==> src/rtl/smart_cargo_tx_status.sv <==
// smart_cargo_tx_status: UART 8N1 transmitter sending a 5-byte ASCII elevator status frame
module smart_cargo_tx_status #(
  parameter int CLK_FREQ       = 50_000_000,
  parameter int BAUD           = 115200,
  parameter int AUTO_ON_CHANGE = 1
) (
  input  logic       clock,
  input  logic       reset,
  input  logic       enviar,
  input  logic [1:0] andar_atual,
  input  logic [1:0] prox_parada,
  input  logic       motor_subindo,
  input  logic       motor_descendo,
  input  logic       emergencia,
  output logic       TX,
  output logic       ocupado,
  output logic       pronto,
  output logic [3:0] db_estado
);
  localparam int BIT_TICKS = CLK_FREQ / BAUD;
  localparam int CW = $clog2(BIT_TICKS + 1);
  typedef enum logic [3:0] {IDLE, LOAD, START, DATA, STOP, NEXT, FIM} state_t;
  state_t state;
  logic [CW-1:0] cnt;
  logic [2:0] bit_idx, byte_idx;
  logic [7:0] shift, status, cur_byte;
  logic [6:0] live, snap, last_sent;
  logic valid, pending, changed, tick, stop_tick;
  assign live = {emergencia, motor_subindo, motor_descendo, prox_parada, andar_atual};
  assign changed = (AUTO_ON_CHANGE != 0) && (!valid || live != last_sent);
  assign tick = cnt == CW'(BIT_TICKS - 1);
  // STOP is one tick short because NEXT supplies the final stop-bit cycle
  assign stop_tick = cnt == CW'(BIT_TICKS - 2);
  assign db_estado = state;
  always_comb begin
    status = snap[6] ? 8'h45 : (snap[5] & snap[4]) ? 8'h58 : snap[5] ? 8'h53 : snap[4] ? 8'h44 : 8'h50;
    cur_byte = byte_idx == 3'd0 ? 8'h23 :
               byte_idx == 3'd1 ? {6'b001100, snap[1:0]} :
               byte_idx == 3'd2 ? {6'b001100, snap[3:2]} :
               byte_idx == 3'd3 ? status : 8'h0A;
  end
  always_ff @(posedge clock) begin
    if (reset) begin
      state     <= IDLE;
      cnt       <= '0;
      bit_idx   <= '0;
      byte_idx  <= '0;
      shift     <= '0;
      snap      <= '0;
      last_sent <= '0;
      valid     <= 1'b0;
      pending   <= 1'b0;
      TX        <= 1'b1;
      ocupado   <= 1'b0;
      pronto    <= 1'b0;
    end else begin
      TX      <= state == START ? 1'b0 : state == DATA ? shift[0] : 1'b1;
      ocupado <= state != IDLE && state != FIM;
      pronto  <= state == FIM;
      if (state != IDLE && enviar) pending <= 1'b1;
      case (state)
        IDLE: if (enviar || pending || changed) begin
          state   <= LOAD;
          pending <= 1'b0;
        end
        LOAD: begin
          snap     <= live;
          byte_idx <= '0;
          cnt      <= '0;
          state    <= START;
        end
        START: if (tick) begin
          cnt     <= '0;
          bit_idx <= '0;
          shift   <= cur_byte;
          state   <= DATA;
        end else cnt <= cnt + 1'b1;
        DATA: if (tick) begin
          cnt     <= '0;
          shift   <= shift >> 1;
          bit_idx <= bit_idx + 3'd1;
          if (bit_idx == 3'd7) state <= STOP;
        end else cnt <= cnt + 1'b1;
        STOP: if (stop_tick) begin
          cnt   <= '0;
          state <= NEXT;
        end else cnt <= cnt + 1'b1;
        NEXT: if (byte_idx == 3'd4) state <= FIM;
        else begin
          byte_idx <= byte_idx + 3'd1;
          state    <= START;
        end
        FIM: begin
          last_sent <= snap;
          valid     <= 1'b1;
          if (pending || enviar) begin
            state   <= LOAD;
            pending <= 1'b0;
          end else state <= IDLE;
        end
        default: state <= IDLE;
      endcase
    end
  end
endmodule

==> config.mk <==
export PLATFORM = sky130hd
export DESIGN_NAME = smart_cargo_tx_status
export DESIGN_NICKNAME = d
export VERILOG_FILES = /design/src/rtl/smart_cargo_tx_status.sv
export SDC_FILE = /design/constraint.sdc
export NUM_CORES = 1
export LEC_CHECK = 0
export CAP_MARGIN = 20
export CORE_ASPECT_RATIO = 1.2
export CORE_MARGIN = 4
export CORE_UTILIZATION = 50
export CTS_CLUSTER_DIAMETER = 100
export DETAILED_ROUTE_END_ITERATION = 10
export PLACE_DENSITY = 0.77
export SLEW_MARGIN = 20
export SYNTH_ARGS = -nofsm -noshare
export SYNTH_HDL_FRONTEND = slang
export SYNTH_SLANG_ARGS = --single-unit
==> constraint.sdc <==
create_clock -name clock -period 2.6 [get_ports clock]
set_input_delay 0.52 -clock clock [delete_from_list [all_inputs] [get_ports clock]]
set_output_delay 0.52 -clock clock [all_outputs]
set_load 0.1 [all_outputs]
# Word level (Yosys, flattened, before mapping)

Cells that the tools add are included.

Muxes and demuxes: 33
Equal/unequal tests: 21
Reduce and logical (&&, ||, !) cells: 16
Bitwise gates (word level): 1
Add/sub/neg operators: 3

Operator list:

| operator            | count |
|---|---|
| $mux 7              | 4 |
| $pmux 4 s7          | 1 |
| $pmux 9 s3          | 1 |
| $mux 4              | 5 |
| $mux 5              | 4 |
| $eq 9x9->1 const B  | 2 |
| $mux 9              | 2 |
| $mux 8              | 2 |
| $pmux 8 s2          | 1 |
| $eq 4x3->1 const B  | 3 |
| $mux 3              | 4 |
| $pmux 3 s2          | 2 |
| $ne 2x2->1 const B  | 5 |
| $add 9x1->9 const B | 1 |
| $eq 4x2->1 const B  | 2 |
| $ne 7x7->1          | 1 |
| $add 3x1->3 const B | 2 |
| $eq 3x2->1 const B  | 2 |
| $eq 3x3->1 const B  | 2 |
| $mux 1              | 6 |
| $reduce_and 5->1    | 1 |
| $eq 4x1->1 const B  | 1 |
| $logic_not 4->1     | 1 |
| $ne 4x3->1 const B  | 1 |
| other kinds (14)    | 18 |

Logic and storage cells: 86
Bits of input ports: 10
Output and inout bits: 7
Register bits: 46

# Logic depth before layout (Yosys ltp)

Gate-level depths: netlist of run 1.

Word-level depth: 10
Gate-level depth with buffers: 8

# Worst setup path before layout of run 1

Ideal clock, no wire load.

Path kind: reg2reg
Start: reg state[2], in the netlist db_estado[2]
End: reg state[1], in the netlist db_estado[1]
Data required time: 2,531 ps
Path buffers: 1
Stages on the path, launching flop included: 6
Slack: 272 ps
Arrival: 2,259 ps
Period minus slack after synthesis: 2,328 ps
Cells stage by stage: dfxtp_1 -> clkbuf_1 -> and2b_1 -> a32o_2 -> or4_1 -> o21ai_1

Word-level cells in the longest chain between the ends: 3
Elaborated cells between the ends (all ways): 14

Ends and longest elaborated chain:

| item                                               | RTL line | source |
|---|---|---|
| start: declaration                                 | 23       | `state_t state;` |
| start signal: assignment                           | 44       | `state <= IDLE;` |
| start signal: assignment                           | 63       | `state <= LOAD;` |
| start signal: assignment                           | 70       | `state <= START;` |
| $eq 4x2->1 (tied with other cells)                 | 61       | `case (state)` |
| $ne 2x1->1 (no line) or $ne 2x2->1 (tied branches) | --       |  |
| $reduce_and 5->1 (no line)                         | --       |  |

Parallel ways exist; a longest one is shown, timed or not.
A chain may end at the register's enable or synchronous reset.

# Worst setup path after layout of run 1

Start: in emergencia
End: reg state[0], in the netlist db_estado[0]

Word-level cells in the longest chain between the ends: 5

Ends and longest elaborated chain:

| item                       | RTL line | source |
|---|---|---|
| start: declaration         | 14       | `input logic emergencia,` |
| $ne 7x7->1                 | 30       | `assign changed = (AUTO_ON_CHANGE != 0) && (!valid \|\| live != last_sent);` |
| $logic_or 1x1->1           | 30       |  |
| $logic_or 1x1->1           | 62       | `IDLE: if (enviar \|\| pending \|\| changed) begin` |
| $ne 2x2->1 (no line)       | --       |  |
| $reduce_and 5->1 (no line) | --       |  |

Every way passes these cells.

==> results.json, run 1 <==
{
  "async_reset_ff_share_pct": 0,
  "holdBufCountCts": 0,
  "root_buffer": "clkbuf_8",
  "buffers_inserted_during_post_cts_setup_optimization": 0,
  "synth_cell_type_count": 53,
  "floorplan.die.height_um": 80.8,
  "critical_path_required_ns": 2.79,
  "synth_top_area_cell": "dfxtp_1",
  "setup_tns_ns": 0,
  "max_cap_violations": 0,
  "die-area_um2": 5550,
  "worstPathMaxFanout": 3,
  "timing.final.hold_violations": 0,
  "initial_utilization_pct": 51.8,
  "htree_num_levels": 2,
  "fp.coreArea_um2": 4260,
  "ys_seq_area_share_pct": 39.9,
  "synth_area_in_adders_pct": 5.67,
  "drt.antenna.violating_nets": 0,
  "power.ir.vdd_worst_v": 0.000503,
  "cts-buffers-inserted": 5,
  "antenna_violations_before_repair": 0,
  "placement_rows": 26,
  "yosys_register_bits": 44,
  "clkTransAtPathRegs_ns": 0.08,
  "maximum_clock_skew_at_final_layout_ns": 0.00768,
  "worstSkewPairLatency_ns": 0.30,
  "global_route_wire_length_before_repair_um": 8030,
  "endpoint_kind": "flop",
  "yosysMostFrequentCell": "dfxtp_1",
  "drv_slew": 0,
  "synthXorXnorAreaFrac_pct": 3.17,
  "synth_top_family_by_area": "simple AND/OR/NAND/NOR gates",
  "post_synth_edffs": 0,
  "overflow": 0,
  "relSlewSlack_pct": 48.9,
  "drt_wl_total_um": 4540,
  "first_iteration_detailed_routing_drc_count": 63,
  "number_of_global_route_vias_before_repair": 1824,
  "vias_per_cell": 5.57,
  "hold-worst-slack_ns": 0.447,
  "wl_per_cell_um": 13.8,
  "synth.area.mux_share_pct": 2.78,
  "run_status": "complete, no violations",
  "dieWidth_um": 68.7,
  "synthFlopType": "dfxtp_1",
  "critical_path.startpoint_type": "input pin",
  "tritoncts": "built",
  "io_pins": 17,
  "post-route-min-period_ns": 1.89,
  "gp_congestion": 0.820,
  "syn_nets": 281,
  "synth.yosys.warnings": 0,
  "pwr_density_cell_nw_per_um2": 830,
  "antenna_cells_inserted": 0,
  "period_share_pct": 72.7,
  "detailedPlace.worstSlack_ns": 0.410,
  "cts_resized": 0,
  "post-dp-hpwl_um": 3350,
  "rsz0062_at_grt": "no",
  "grt_start_max_net_pins": 16,
  "grt_util_all_layers_pct": 19.1,
  "synthSimpleGateAreaFrac_pct": 24.1,
  "achievable-frequency_ghz": 0.529,
  "netlist_area_um2": 2210,
  "synth.area.top_cells": "dfxtp_1, a21oi_1, ha_1",
  "finalSetupViolCount": 0,
  "ctsLongestPathBuffers": 2,
  "p_total_mw": 2.07,
  "drive_gt1_share_pct": 11.4,
  "clock-sinks": 44,
  "synthTopCellsByCount": "dfxtp_1, a21oi_1, nand2_1, nor2_1",
  "area_growth_from_synthesis_to_final_layout_pct": 12.8,
  "drcViolationCount": 0,
  "layout_net_count": 294,
  "complex_gate_fraction_of_the_synthesized_area_pct": 19.0,
  "cells_after_synthesis": 261,
  "netlist.area_leader.share_pct": 39.9,
  "total_leakage_power_nw": 0.944,
  "hold_path.class": "flop to flop",
  "timing.critical_path.arrival_ns": 2.08,
  "worst_slew_pin_slew_ns": 0.760,
  "numPortBuffers": 15,
  "final_critical_path_setup_slack_ns": 0.711,
  "drt_first_pass_iters": 4,
  "synth_area_per_cell_um2": 8.46,
  "route.vias.total": 1832,
  "worstSetupPathType": "input pin to flop"
}
==> report_power, final <==
part,total (mW),internal (mW),leakage [nW],switching [mW]
combinational,0.734,0.229,0.537,0.505
sequential,0.837,0.746,0.356,0.0906
clock,0.496,0.276,0.0501,0.220
==> worst max-delay path: stages <==
cell	delay (ns)
clkdlybuf4s50_1	0.43
xor2_1	0.16
nor4_1	0.39
a31o_2	0.23
nor2_1	0.06
mux2_2	0.28
==> per-stage QoR <==
| stage | area [um^2] | instances | utilization, % |
|---|---|---|---|
| final | 2490 | 329 | 58.4 |
| after global routing | 2490 | 329 | 58.4 |
| after CTS | 2490 | 329 | 58.4 |
| after detailed placement | 2390 | 323 | 56.1 |
| after global placement | 2390 | 323 | 56.1 |
| after floorplan | 2210 | 261 | - |
==> logic make-up after synthesis <==
| family | after synthesis |
|---|---|
| AOI/OAI and AO/OA | 64 |
| xor gates and xnor gates | 8 |
| adders and majority gates | 10 |
| buffers and inverters | 26 |
| DFF | 44 |
| muxes | 6 |
| other | 1 |
| and+or+nand+nor | 102 |
==> final timing paths <==
check	startpoint	to	slack, ns	depth (start not counted)
max	emergencia	db_estado[0]	0.71	6
min	valid	valid	0.45	2
max reg2reg	cnt[7]	db_estado[0]	0.73	5
min reg2reg	valid	valid	0.45	2
==> cells in the final DEF (no fill, tap or decap), drive strengths merged, types with 5 or more instances in the layout <==
master / synthesis / final
inv: 10 / 10
nand3: 10 / 10
ha: 10 / 10
mux2i: 5 / 5
a311oi: 7 / 7
nor2: 28 / 28
nand2: 28 / 28
a21oi: 31 / 31
nor3: 5 / 5
clkdlybuf4s50: 0 / 9
xor2: 7 / 7
buf: 6 / 13
clkbuf: 10 / 5
dfxtp: 44 / 44
==> layout make-up <==
class,instances,area (um^2)
clock inverters,1,30.0
fillers,392,1770
well taps,56,70.1
repair buffers,22,188
inverters,10,37.5
multi-input cells,191,1210
clock buffers,5,68.8
flip-flops and latches,44,881
==> registers in the layout, indices dropped and copies added, names as in the netlist <==
| name | flops |
|---|---|
| snap | 7 |
| pronto | 1 |
| valid | 1 |
| TX | 1 |
| last_sent | 7 |
| pending | 1 |
| ocupado | 1 |
| byte_idx | 3 |
| db_estado | 3 |
| shift | 7 |
| cnt | 9 |
| bit_idx | 3 |
==> metal layers <==
metal | part of all wire (%) | vias up | GRT usage, %
met5 | 0 | - | 0
met4 | 2.0 | 0 | 7.75
met3 | 3.1 | 6 | 4.43
met2 | 50 | 19 | 33.2
met1 | 45 | 859 | 22.1
li1 | - | 948 | -
Note: power is estimated with default switching activity, not from simulation.
==> inputs of run 2 (changes only) <==
- PLACE_DENSITY: 0.77 -> 0.8
- clock period: 2.6 -> 1.6 ns (I/O delays scaled with it)
==> run 2 against run 1 <==
  * The run now ends with negative setup slack left
  * Sequential share of layout area down 6.4 points
  * Worst setup slack worse by 0.84 ns
  * Critical path depth down 1
  * Clock power up 34%
  * Core utilization up 15 points
  * Total power up 88%
  * Clock skew up 0.0024 ns
  * Global-route usage up 2.3 points
  * Worst hold slack worse by 0.13 ns
  * Largest power group is now combinational cells
  * Cell count up 12%
  * Sequential power up 61%
==> results.json, run 2 (synthesized netlist as in run 1, its figures left out) <==
{
  "root_buffer": "clkbuf_8",
  "detailedPlace.worstSlack_ns": -0.351,
  "power.ir.vdd_worst_v": 0.000671,
  "rsz0062_at_grt": "yes",
  "critical_path_required_ns": 1.79,
  "layout_net_count": 330,
  "route.vias.total": 2132,
  "post-dp-hpwl_um": 3800,
  "antenna_cells_inserted": 0,
  "critical_path.max_stage_delay_ns": 0.37,
  "critical-path-slowest-cell": "dfxtp_4",
  "worstSetupPathType": "flop to flop",
  "worstPathMaxFanout": 5,
  "hold_path.class": "input pin to flop",
  "worstSetupStartpoint": "cnt[2]",
  "area_growth_from_synthesis_to_final_layout_pct": 41.4,
  "largest-register": "cnt",
  "htree_num_levels": 2,
  "drt_first_pass_iters": 4,
  "run_status": "finished, violations left",
  "clkTransAtPathRegs_ns": 0.08,
  "fp.coreArea_um2": 4260,
  "antenna_violations_before_repair": 0,
  "finalSetupViolCount": 15,
  "max_cap_violations": 0,
  "placement_rows": 26,
  "placedCellCount": 352,
  "relSlewSlack_pct": 56.8,
  "vias_per_cell": 5.81,
  "numPortBuffers": 15,
  "post_placement_cell_area_um2": 2690,
  "grt_util_all_layers_pct": 21.4,
  "timing.final.hold_violations": 0,
  "worstSkewPairLatency_ns": 0.29,
  "r2r_cells": 5,
  "overflow": 0,
  "launch_instance_of_the_worst_register_to_register_path": "cnt[2]",
  "drive_gt1_share_pct": 35.7,
  "maximum_clock_skew_at_final_layout_ns": 0.0101,
  "period_share_pct": 108,
  "post-route-min-period_ns": 1.73,
  "dieWidth_um": 68.7,
  "ctsLongestPathBuffers": 2,
  "gp_congestion": 0.840,
  "first_iteration_detailed_routing_drc_count": 124,
  "total_leakage_power_nw": 1.21,
  "drcViolationCount": 0,
  "max_ffs_per_register": 9,
  "instances_no_fill": 367,
  "final_critical_path_setup_slack_ns": -0.127,
  "number_of_global_route_vias_before_repair": 2029,
  "floorplan.die.height_um": 80.8,
  "global_route_wire_length_before_repair_um": 8920,
  "mostFrequentLayoutCell": "buf_4",
  "cts-buffers-inserted": 5,
  "pwr_density_cell_nw_per_um2": 1240,
  "initial_utilization_pct": 51.8,
  "timing.critical_path.arrival_ns": 1.92,
  "endpoint_kind": "flop",
  "layout_common_cells": "buf_4, dfxtp_1, nand2_1",
  "worst_slew_pin_slew_ns": 0.644,
  "drt_wl_total_um": 6270,
  "reg2reg_setup_slack_ns": -0.13,
  "io_pins": 17,
  "finish.instance_area_um2": 3120,
  "die-area_um2": 5550,
  "drv_slew": 0,
  "drt.antenna.violating_nets": 0,
  "holdBufCountCts": 0,
  "tritoncts": "built",
  "worst_setup_path_endpoint": "db_estado[0]",
  "reg2reg_to": "db_estado[0]",
  "critical_path.startpoint_type": "flop",
  "grt_start_max_net_pins": 17,
  "layout.filler_cells": 272,
  "p_total_mw": 3.88,
  "clock-sinks": 44,
  "wl_per_cell_um": 17.1,
  "failing_checks": "negative setup slack",
  "cp_cell_sequence": "nor3b_4 -> nand3_4 -> a32o_2 -> nor2_1 -> mux2_2",
  "achievable-frequency_ghz": 0.579
}
[run 2: cell count changes in the layout (fill, tap and decap cells not counted), moves of 5 or more]
cell and change:
buf_4 +24, dfxtp_2 +7, a21oi_1 -5, buf_12 +6, buf_6 +6, dfxtp_1 -11
[run 2: critical path: cells and delay by family (launching register included)]
kind	cells	cell delay (ns)
and+or+nand+nor	3	0.63
DFF	1	0.37
muxes	1	0.34
AOI/OAI and AO/OA	1	0.28
[run 2: metrics by stage]
stage	utilization, %	hold slack (ns)	setup TNS (ns)
after floorplan	-	0.421	-2.68
after global placement	63.2	0.435	-1.66
after detailed placement	63.2	0.452	-2.11
after CTS	68.8	0.462	-0.208
after global routing	73.2	0.329	-2.12
final	73.2	0.319	-1.02
[run 2: metal layers]
layer | global-route usage, % | wire (um)
met2 | 39.5 | 3530
met4 | 9.94 | 164
met1 | 21.9 | 2330
met5 | 0 | 0
met3 | 5.26 | 246
[run 2: final cells by class]
cell class	instances	area, um^2	area share [%]
Clock buffer	6	72.6	2.33
Clock inverter	2	11.3	0.361
Inverter	10	37.5	1.20
Multi-Input combinational cell	191	1460	46.8
Sequential cell	44	905	29.0
Tap cell	56	70.1	2.25
Timing Repair Buffer	58	566	18.1
[run 2: report_power, final]
group          switching, mW  total, mW  leakage, nW  internal [mW]
Combinational           1.12       1.86        0.811          0.747
Sequential             0.123       1.35        0.363           1.23
Clock                  0.360      0.663       0.0388          0.303
[run 2: how the worst min path moves through the flow]
stage / endpoint / slack, ns / start / depth (start not counted)
final: snap[4] / 0.32 / motor_descendo / 3
after CTS: shift[1] / 0.46 / shift[1] / 2
after detailed placement: shift[1] / 0.45 / shift[1] / 2
after global placement: valid / 0.43 / valid / 2
after floorplan: valid / 0.42 / valid / 2
after global routing: snap[1] / 0.33 / andar_atual[1] / 3
[run 2: timing repair]
action | CTS | global route
hold endpoints to repair | 0 | 0
gates cloned | 1 | 0
pin swaps | 14 | 14
endpoints found under the setup margin | 18 | 23
buffers inserted | 2 | 4
gates resized for setup | 28 | 39
==> inputs of run 3 (changes only) <==
- SLEW_MARGIN: 20 -> unset
==> results of run 3 <==
No change in the layout: final DEF, timing and power equal those of run 2.
